**config.mk**
```make
export PLATFORM = sky130hd
export DESIGN_NAME = seq_mult_n
export DESIGN_NICKNAME = d
export VERILOG_FILES = /design/src/rtl/mult_pkg.sv /design/src/rtl/add_sub_n.sv /design/src/rtl/seq_mult_n.sv
export SDC_FILE = /design/constraint.sdc
export NUM_CORES = 1
export LEC_CHECK = 0
export BUFFER_PORTS_ARGS = -buffer_cell sky130_fd_sc_hd__buf_2
export CORE_MARGIN = 1
export CORE_UTILIZATION = 28
export CTS_BUF_LIST = sky130_fd_sc_hd__clkbuf_16
export CTS_CLUSTER_DIAMETER = 50
export DETAILED_ROUTE_END_ITERATION = 10
export SYNTH_ARGS = -nofsm -noshare
export SYNTH_HDL_FRONTEND = slang
export SYNTH_HIERARCHICAL = 1
export SYNTH_SLANG_ARGS = --single-unit
```
**constraint.sdc**
```tcl
create_clock -name Clk -period 8.73 [get_ports Clk]
set_input_delay 0.873 -clock Clk [delete_from_list [all_inputs] [get_ports Clk]]
set_output_delay 0.873 -clock Clk [all_outputs]
set_load 0.01 [all_outputs]
```
**src/rtl/mult_pkg.sv**
```systemverilog
// Shared types and helpers for the sequential shift-add multiplier.
package mult_pkg;

    typedef enum logic [1:0] {IDLE, ADD, SHIFT, DONE} mult_state_t;

    // Counter must hold 0..WIDTH-1 with one spare bit of headroom.
    function automatic int cnt_width(input int width);
        return $clog2(width) + 1;
    endfunction

endpackage

```
**src/rtl/add_sub_n.sv**
```systemverilog
// Combinational (WIDTH+1)-bit adder/subtractor; operands are sign- or zero-extended by mode.
module add_sub_n #(
    parameter int WIDTH = 8
) (
    input  logic [WIDTH-1:0] A,
    input  logic [WIDTH-1:0] B,
    input  logic             Sub,
    input  logic             Signed_Mode,
    output logic [WIDTH:0]   O
);

    logic [WIDTH:0] a_ext;
    logic [WIDTH:0] b_ext;

    assign a_ext = {Signed_Mode & A[WIDTH-1], A};
    assign b_ext = {Signed_Mode & B[WIDTH-1], B};
    assign O     = Sub ? (a_ext - b_ext) : (a_ext + b_ext);

endmodule

```
**src/rtl/seq_mult_n.sv**
```systemverilog
// WIDTH x WIDTH shift-add multiplier, signed or unsigned, one multiplier bit per ADD/SHIFT pair.
module seq_mult_n
    import mult_pkg::*;
#(
    parameter int WIDTH = 8
) (
    input  logic               Clk,
    input  logic               Reset,
    input  logic               Start,
    input  logic               Signed_Mode,
    input  logic [WIDTH-1:0]   Multiplicand,
    input  logic [WIDTH-1:0]   Multiplier,
    output logic               Busy,
    output logic               Done,
    output logic [2*WIDTH-1:0] Product,
    output logic               X
);

    localparam int CNT_W = cnt_width(WIDTH);

    mult_state_t      state_q, state_d;
    logic [WIDTH-1:0] a_q, a_d;
    logic [WIDTH-1:0] b_q, b_d;
    logic [WIDTH-1:0] m_q, m_d;
    logic             x_q, x_d;
    logic [CNT_W-1:0] cnt_q, cnt_d;
    logic             mode_q, mode_d;

    logic             last_bit;
    logic [WIDTH:0]   sum;

    assign last_bit = (cnt_q == CNT_W'(WIDTH - 1));

    // The multiplier's top bit carries negative weight in signed mode.
    add_sub_n #(.WIDTH(WIDTH)) u_add_sub (
        .A           (a_q),
        .B           (m_q),
        .Sub         (mode_q & last_bit),
        .Signed_Mode (mode_q),
        .O           (sum)
    );

    // NOTE: every variable gets a default before the case so no latch is inferred.
    always_comb begin
        state_d = state_q;
        a_d     = a_q;
        b_d     = b_q;
        m_d     = m_q;
        x_d     = x_q;
        cnt_d   = cnt_q;
        mode_d  = mode_q;
        unique case (state_q)
            IDLE: begin
                if (Start) begin
                    m_d     = Multiplicand;
                    b_d     = Multiplier;
                    mode_d  = Signed_Mode;
                    a_d     = '0;
                    x_d     = 1'b0;
                    cnt_d   = '0;
                    state_d = ADD;
                end
            end
            ADD: begin
                if (b_q[0]) begin
                    a_d = sum[WIDTH-1:0];
                    x_d = sum[WIDTH];
                end
                state_d = SHIFT;
            end
            SHIFT: begin
                a_d = {x_q, a_q[WIDTH-1:1]};
                b_d = {a_q[0], b_q[WIDTH-1:1]};
                if (!mode_q) x_d = 1'b0;
                if (last_bit) begin
                    state_d = DONE;
                end else begin
                    cnt_d   = cnt_q + CNT_W'(1);
                    state_d = ADD;
                end
            end
            DONE: begin
                if (!Start) state_d = IDLE;
            end
            default: state_d = IDLE;
        endcase
    end

    // NOTE: sequential state uses non-blocking assignments only.
    always_ff @(posedge Clk) begin
        if (Reset) begin
            state_q <= IDLE;
            a_q     <= '0;
            b_q     <= '0;
            m_q     <= '0;
            x_q     <= 1'b0;
            cnt_q   <= '0;
            mode_q  <= 1'b0;
        end else begin
            state_q <= state_d;
            a_q     <= a_d;
            b_q     <= b_d;
            m_q     <= m_d;
            x_q     <= x_d;
            cnt_q   <= cnt_d;
            mode_q  <= mode_d;
        end
    end

    assign Busy    = (state_q == ADD) || (state_q == SHIFT);
    assign Done    = (state_q == DONE);
    assign Product = {a_q, b_q};
    assign X       = x_q;

endmodule
```
==> flow_summary.yaml, run 1 <==
run_status:
  status: "finished, final reports clean"
layout:
  fin_nets: 316
  areaGrowthSynthToFinish_pct: 18.8
  antenna_cells: 0
  drive_above_1_share: 0.200
floorplanning:
  fp.dieW_um: 87.9
  die_h_um: 87.9
  ios: 39
  start_util: 0.297
  dieArea_mm2: 0.00772
  core_mm2: 0.00694
  rows: 30
drt:
  ant_nets: 0
  drc: 0
  via_per_inst: 4.75
  num_vias: 1787
  routed_wl_um: 4760
  drtIter0Drc: 57
  dr.pass1.iters: 4
  wire_per_inst_um: 12.7
cts:
  clockRootBuffer: "clkbuf_16"
  post_cts_buffers: 0
  clock_latency_ns: 0.28
  cts_made_buffers: 5
  htreeDepth: 2
  holdBufCountCts: 0
  cts.clk_slew.worst_paths_ns: 0.05
  cts_max_path_buffers: 2
  cts.repair.resized: 0
  clock-sinks: 32
  cts_tree: "built"
global_route:
  antenna_found_initial: 0
  grt_overflow_total: 0
  grt_pass1_vias: 1736
  grt_first_pass_wirelength_um: 7890
  grt_max_degree: 35
  grt_use_total: 0.132
sta:
  period_minus_slack_ns: 2.98
  worstMarginPinSlew_ns: 0.635
  tns_ns: 0
  hold_violations: 0
  final-setup-viol-count: 0
  drv_slew: 0
  fmax_mhz: 336
  skew_ns: 0.00525
  post-route-period-util: 0.341
  rsz0062_at_grt: "no"
  slew_headroom: 0.577
synthesis:
  synth_seq_area_share: 0.310
  netlist_area_mm2: 0.00206
  synth_most_common_cell: "dfxtp_1"
  syn_nets: 283
  syn-mean-instance-area_um2: 8.39
  synth_common_cells: "32 x dfxtp_1, 31 x nand2_1, 30 x a21oi_1"
  yosys.area_share.simple: 0.219
  yosysWarnings: 6
  synthTopCellsByArea: "dfxtp_1 31%, ha_1 9.7%, a21oi_1 7.3%, nand2_1 5.6%, mux2i_1 4.8%"
  synth_top_family_by_area: "simple AND/OR/NAND/NOR gates"
  synth_compound_area_frac: 0.207
  synth_edf_count: 0
  yosys.area.top_type: "dfxtp_1"
  synthArstFlopShare: 0
  synthFlopType: "dfxtp_1"
  yosysUniqueCellTypes: 42
  synth_xor_area_frac: 0.0467
  synth.mux.area_fraction: 0.0594
  yosysTopAreaCellShare: 0.310
  synth_seq_cells: 32
  netlist_instances: 246
  synth_fa_ha_area_frac: 0.107
worst_setup_path:
  cp-end-kind: "flip-flop"
  crit_fanout: 10
  crit_required_ns: 8.93
  worstPathArrival_ns: 3.18
  crit_type: "flip-flop to flip-flop"
  critPathLaunchType: "flip-flop"
hold_path:
  hp-class: "flip-flop to flip-flop"
job:
  cap_violations: 0
placement:
  gp_congestion: 0.806
  dpl.hpwl_um: 3410
  io_buffers: 38
pwr:
  powerDensity_mw_per_mm2: 279
  vdd_drop_max_mv: 0.152
  p_leak_nw: 0.995
  total_power_uw: 683
## per-layer routing
| layer | share of wire | vias up | GRT usage |
|---|---|---|---|
| li1 | - | 930 | - |
| met3 | 0.043 | 8 | 0.0330 |
| met4 | 0.016 | 0 | 0.0596 |
| met5 | 0 | - | 0 |
| met1 | 0.47 | 814 | 0.157 |
| met2 | 0.47 | 35 | 0.225 |
## worst max-delay path, stage by stage, from the launching register on
cell,delay (ns)
dfxtp_1,0.36
ha_1,0.23
and4b_1,0.41
mux2_2,0.40
inv_1,0.06
ha_1,0.22
nor2b_1,0.15
o31a_1,0.26
o21ai_1,0.15
nor2b_1,0.19
xnor2_1,0.13
a22o_1,0.14
nand3_1,0.07
a21oi_1,0.14
## final cells by class
| type | instances | area [um2] |
|---|---|---|
| clock buffers | 5 | 125 |
| clock inverters | 3 | 13.8 |
| fillers | 741 | 4490 |
| inverters | 10 | 37.5 |
| multi-input cells | 191 | 1320 |
| flip-flops and latches | 32 | 641 |
| well taps | 96 | 120 |
| repair buffers | 39 | 198 |
## cells by family (layout without fill, tap and decap cells)
kind of cell	Yosys count	after routing
compound gates	64	64
simple gates	87	87
flops	32	32
xor+xnor	11	11
buf+inv	23	57
mux	12	12
fa+ha+maj	17	17
## power by group
part | switching [mW] | leakage, nW | internal (mW)
Sequential | 0.0253 | 0.262 | 0.169
Combinational | 0.177 | 0.663 | 0.145
Clock | 0.0637 | 0.0710 | 0.103
## registers in the layout, summed over array words and instances (netlist names)
| name | cells |
|---|---|
| m_q | 8 |
| state_q | 2 |
| X | 1 |
| a_q | 8 |
| cnt_q | 4 |
| b_q | 8 |
| mode_q | 1 |
## final timing paths
check	slack, ns	depth (start not counted)	startpoint	end
worst max-delay path	5.75	13	cnt_q[0]	a_q[5]
worst min-delay path	0.49	2	cnt_q[1]	cnt_q[1]
worst max register to register	5.75	13	cnt_q[0]	a_q[5]
worst min register to register	0.49	2	cnt_q[1]	cnt_q[1]
## layout by cell type (no fill, tap or decap), types with 3 or more instances in the layout
cell type,synthesis,routed
a211oi_1,9,9
a21oi_1,30,30
a22o_1,8,8
buf_2,4,38
clkbuf_16,0,5
dfxtp_1,32,32
ha_1,16,16
inv_1,10,10
mux2i_1,10,10
nand2_1,31,31
nand2b_1,4,4
nand3_1,11,11
nand3b_1,3,3
nor2_1,18,18
nor2b_1,4,4
nor3_1,3,3
o21a_1,3,3
o21ai_0,4,4
xnor2_1,10,10
## per-stage QoR
stage               std cells   util  worst slack [ns]  hold slack, ns  instance area, um2
floorplan                 246      -              5.94           0.449                2060
global placement          368  0.333              5.86           0.461                2310
detailed placement        368  0.333              5.79           0.476                2310
CTS                       376  0.353              5.77           0.487                2450
global route              376  0.353              5.55           0.511                2450
finish                    376  0.353              5.75           0.488                2450
Note: power is estimated with default switching activity, not from simulation.
==> run 2, diff against run 1 <==
Clock period 8.73 ns to 2.74 ns, I/O delays scaled along.
==> run 2 against run 1 <==
Hold slack worse by 0.26 ns; clock skew grew 0.0041 ns; sequential share of layout area shrank 1.3 points; critical path type unchanged; highest routed layer unchanged.
==> flow_summary.yaml, run 2 (synthesized netlist as in run 1, its figures left out) <==
drt:
  num_vias: 1844
  drtIter0Drc: 57
  wire_per_inst_um: 12.7
  dr.pass1.iters: 4
  routed_wl_um: 4890
  via_per_inst: 4.78
  drc: 0
  ant_nets: 0
worst_setup_path:
  crit_slowest_cell: "dfxtp_4"
  max_stage_delay_ns: 0.37
  crit_type: "flip-flop to flip-flop"
  worstPathArrival_ns: 2.87
  critPathLaunchType: "flip-flop"
  path_buf_inv: 0
  crit_family: "compound AO/OA/AOI/OAI gates"
  path_cells: "ha_4 -> and4b_2 -> nor2_2 -> xnor2_1 -> ha_1 -> nor2b_4 -> o31a_1 -> o21a_1 -> nor2_2 -> xnor2_1 -> a22o_1 -> nand3_1 -> a21oi_1"
  cp-end-kind: "flip-flop"
  crit_required_ns: 2.94
  crit_fanout: 4
floorplanning:
  start_util: 0.297
  dieArea_mm2: 0.00772
  core_mm2: 0.00694
  rows: 30
  die_h_um: 87.9
  ios: 39
  fp.dieW_um: 87.9
global_route:
  grt_pass1_vias: 1701
  antenna_found_initial: 0
  grt_overflow_total: 0
  grt_use_total: 0.133
  grt_first_pass_wirelength_um: 7980
  grt_max_degree: 35
cts:
  cts_made_buffers: 5
  cts.clk_slew.worst_paths_ns: 0.05
  htreeDepth: 2
  clock_latency_ns: 0.28
  cts_tree: "built"
  holdBufCountCts: 0
  clockRootBuffer: "clkbuf_16"
  cts_max_path_buffers: 2
  clock-sinks: 32
sta:
  hold_violations: 0
  period_minus_slack_ns: 2.66
  final-setup-viol-count: 0
  rsz0062_at_grt: "yes"
  tns_ns: 0
  fmax_mhz: 376
  slew_headroom: 0.573
  whs_ns: 0.232
  drv_slew: 0
  post-route-period-util: 0.972
  skew_ns: 0.00934
  worstMarginPinSlew_ns: 0.641
layout:
  drive_above_1_share: 0.272
  antenna_cells: 0
  top_regs: "a_q (8), b_q (8), m_q (8)"
  layout_commonest_cell: "buf_2"
  fin_nets: 326
  final_area_mm2: 0.00260
  final_cell_mix: "38 x buf_2, 31 x nand2_1, 30 x dfxtp_1, 30 x a21oi_1"
  areaGrowthSynthToFinish_pct: 25.8
placement:
  gp_congestion: 0.826
  placed_area_mm2: 0.00235
  io_buffers: 38
  dpl.hpwl_um: 3420
pwr:
  powerDensity_mw_per_mm2: 885
  vdd_drop_max_mv: 0.390
  p_leak_nw: 1.06
run_status:
  status: "finished, final reports clean"
hold_path:
  hp-class: "input pin to flip-flop"
job:
  cap_violations: 0
[run 2: changes by cell type in the layout (fill, tap and decap cells not counted), sizes merged]
cell / change
buf: +10
clkinv: -2
clkinvlp: +2
[run 2: routing by layer]
layer,track usage,part of all wire,vias to the layer above
met3,0.0358,0.050,7
met5,0,0,-
met4,0.0447,0.013,0
li1,-,-,956
met1,0.169,0.46,841
met2,0.216,0.48,40
[run 2: path summary, 6_finish.rpt]
path,from,to,slack [ns],cells past startpoint
max,cnt_q[0],a_q[6],0.08,13
min,Multiplicand[5],m_q[5],0.23,3
max reg2reg,cnt_q[0],a_q[6],0.08,13
min reg2reg,m_q[6],m_q[6],0.49,2
[run 2: area by class of cell]
class | instances | area, um2
clock buffer | 5 | 125
inverter | 10 | 37.5
sequential | 32 | 646
fill | 709 | 4350
tap | 96 | 120
clock inverter | 3 | 23.8
timing repair buffer | 49 | 280
multi-input combinational | 191 | 1360
[run 2: timing repair]
| item | in CTS | in global routing |
|---|---|---|
| endpoints found under the setup margin | 0 | 4 |
| setup buffers | 0 | 5 |
| gates resized for setup | 0 | 18 |
[run 2: power by group]
group / leakage [nW] / internal (mW) / switching, mW / total [mW]
sequential: 0.263 / 0.539 / 0.0768 / 0.615
clock: 0.0660 / 0.338 / 0.221 / 0.558
combinational: 0.732 / 0.527 / 0.597 / 1.12
[run 2: worst reg2reg max path: stages, from the launching register on]
cell and delay, ns:
dfxtp_4 0.37, ha_4 0.13, and4b_2 0.28, nor2_2 0.06, xnor2_1 0.19, ha_1 0.30
nor2b_4 0.14, o31a_1 0.30, o21a_1 0.21, nor2_2 0.12, xnor2_1 0.12, a22o_1 0.14
nand3_1 0.07, a21oi_1 0.16
[run 2: stage by stage]
step                      power, mW  cells  utilization  worst slack (ns)
after global placement         1.65    373        0.339            0.0519
after CTS                      2.22    381        0.360           0.00505
after detailed placement       1.66    373        0.339            0.0186
final                          2.30    386        0.374            0.0770
after global routing           2.46    386        0.374           -0.0643
after floorplan                1.45    246            -            0.0490
==> run 3, diff against run 2 <==
Clock period 2.74 ns to 2.4 ns, I/O delays scaled along.
==> run 3 against run 2 <==
The run now ends with setup timing left; worst setup slack got worse by 0.26 ns; sequential power rose by 14%; sequential share of layout area fell by 1.2 points; die area did not move; via count rose by 2.7%; highest routed layer unchanged.
==> flow_summary.yaml, run 3 (synthesized netlist as in run 1, its figures left out) <==
drt:
  via_per_inst: 4.72
  wire_per_inst_um: 12.3
  num_vias: 1893
  drc: 0
  drtIter0Drc: 48
  ant_nets: 0
  routed_wl_um: 4920
  dr.pass1.iters: 4
floorplanning:
  fp.dieW_um: 87.9
  core_mm2: 0.00694
  start_util: 0.297
  dieArea_mm2: 0.00772
  die_h_um: 87.9
  ios: 39
  rows: 30
layout:
  n_fill_cell: 719
  layout_commonest_cell: "buf_2"
  top_regs: "a_q (8), b_q (8), m_q (8)"
  areaGrowthSynthToFinish_pct: 31.5
  drive_above_1_share: 0.298
  final_area_mm2: 0.00272
  antenna_cells: 0
  fin_nets: 341
  layout.cells.non_filler: 401
  final_cell_mix: "38 x buf_2, 31 x nand2_1, 30 x dfxtp_1, 30 x a21oi_1, 26 x buf_4"
sta:
  final-setup-viol-count: 4
  tns_ns: -0.588
  slew_headroom: 0.573
  post-route-period-util: 1.07
  hold_violations: 0
  drv_slew: 0
  fmax_mhz: 388
  worstMarginPinSlew_ns: 0.640
  layout_setup_ws_ns: -0.180
  rsz0062_at_grt: "yes"
  skew_ns: 0.00534
  period_minus_slack_ns: 2.58
pwr:
  powerDensity_mw_per_mm2: 1010
  total_power_mw: 2.75
  p_leak_nw: 1.14
  vdd_drop_max_mv: 0.391
cts:
  cts_made_buffers: 5
  htreeDepth: 2
  cts_max_path_buffers: 2
  clock-sinks: 32
  holdBufCountCts: 0
  cts.clk_slew.worst_paths_ns: 0.05
  cts_tree: "built"
  clock_latency_ns: 0.27
  clockRootBuffer: "clkbuf_16"
run_status:
  violations: "setup timing"
  status: "complete, but fails checks"
global_route:
  grt_first_pass_wirelength_um: 7900
  grt_pass1_vias: 1757
  antenna_found_initial: 0
  grt_max_degree: 35
  grt_use_total: 0.132
  grt_overflow_total: 0
placement:
  place_inst: 392
  gp_congestion: 0.813
  pre_cts_ws_ns: -0.236
  placed_area_mm2: 0.00254
  dpl.hpwl_um: 3690
  io_buffers: 38
job:
  cap_violations: 0
hold_path:
  hp-class: "input pin to flip-flop"
worst_setup_path:
  crit_required_ns: 2.59
  worstPathArrival_ns: 2.77
  crit_fanout: 4
  cp-end-kind: "flip-flop"
  crit_type: "flip-flop to flip-flop"
  critPathLaunchType: "flip-flop"
run 3: cell count changes in the layout (fill, tap and decap cells not counted), sizes merged:
| cell | previous run | this run |
|---|---|---|
| bufinv | 0 | 1 |
| clkinvlp | 2 | 0 |
| clkinv | 1 | 2 |
| buf | 49 | 64 |
run 3: worst paths after layout:
check                                      from  endpoint  slack, ns  cells past startpoint
worst min-delay path            Multiplicand[7]    m_q[7]       0.21                      3
worst max register to register         cnt_q[1]    a_q[5]      -0.18                     13
worst max-delay path                   cnt_q[1]    a_q[5]      -0.18                     13
worst min register to register           m_q[1]    m_q[1]       0.49                      2
run 3: area by class of cell:
cell class,count,area [um2],share of cell area
clock buffer,5,125,0.0461
tap,96,120,0.0442
sequential,32,643,0.237
inverter,10,37.5,0.0138
clock inverter,3,37.5,0.0138
timing repair buffer,64,385,0.142
multi-input combinational,191,1370,0.503
run 3: where the power goes:
group          total [mW]  internal (mW)  leakage (nW)  switching (mW)
Clock               0.710          0.482        0.0789           0.228
Combinational        1.34          0.652         0.800           0.690
Sequential          0.702          0.615         0.263          0.0866
Total                2.75           1.75          1.14            1.00
run 3: routing by layer:
metal  wire length [um]  vias up  track usage
met4                 19        0       0.0283
met1               2370      883        0.160
li1                   -      978            -
met3                128        2       0.0311
met2               2410       30        0.235
met5                  0        -            0
run 3: timing repair:
action,4_1_cts,5_1_grt
endpoints found under the hold margin,0,0
gates resized for setup,3,0
pin swaps,2,0
setup buffers,0,1
setup endpoints to repair,4,6
run 3: worst max-delay path, stage by stage, from the launching register on:
cell and delay (ns):
dfxtp_2 0.35, ha_4 0.13, and4b_2 0.29, mux2_4 0.33, inv_2 0.07, ha_4 0.18, nor2b_4 0.12, o31a_1 0.26
o21ai_2 0.14, nor2b_2 0.16, xnor2_1 0.11, a22o_1 0.13, nand3_1 0.07, a21oi_1 0.15
run 3: metrics by stage:
stage,hold WS [ns],util
floorplan,0.376,-
detailed placement,0.480,0.366
CTS,0.208,0.390
global route,0.214,0.391
finish,0.208,0.391
global placement,0.468,0.366
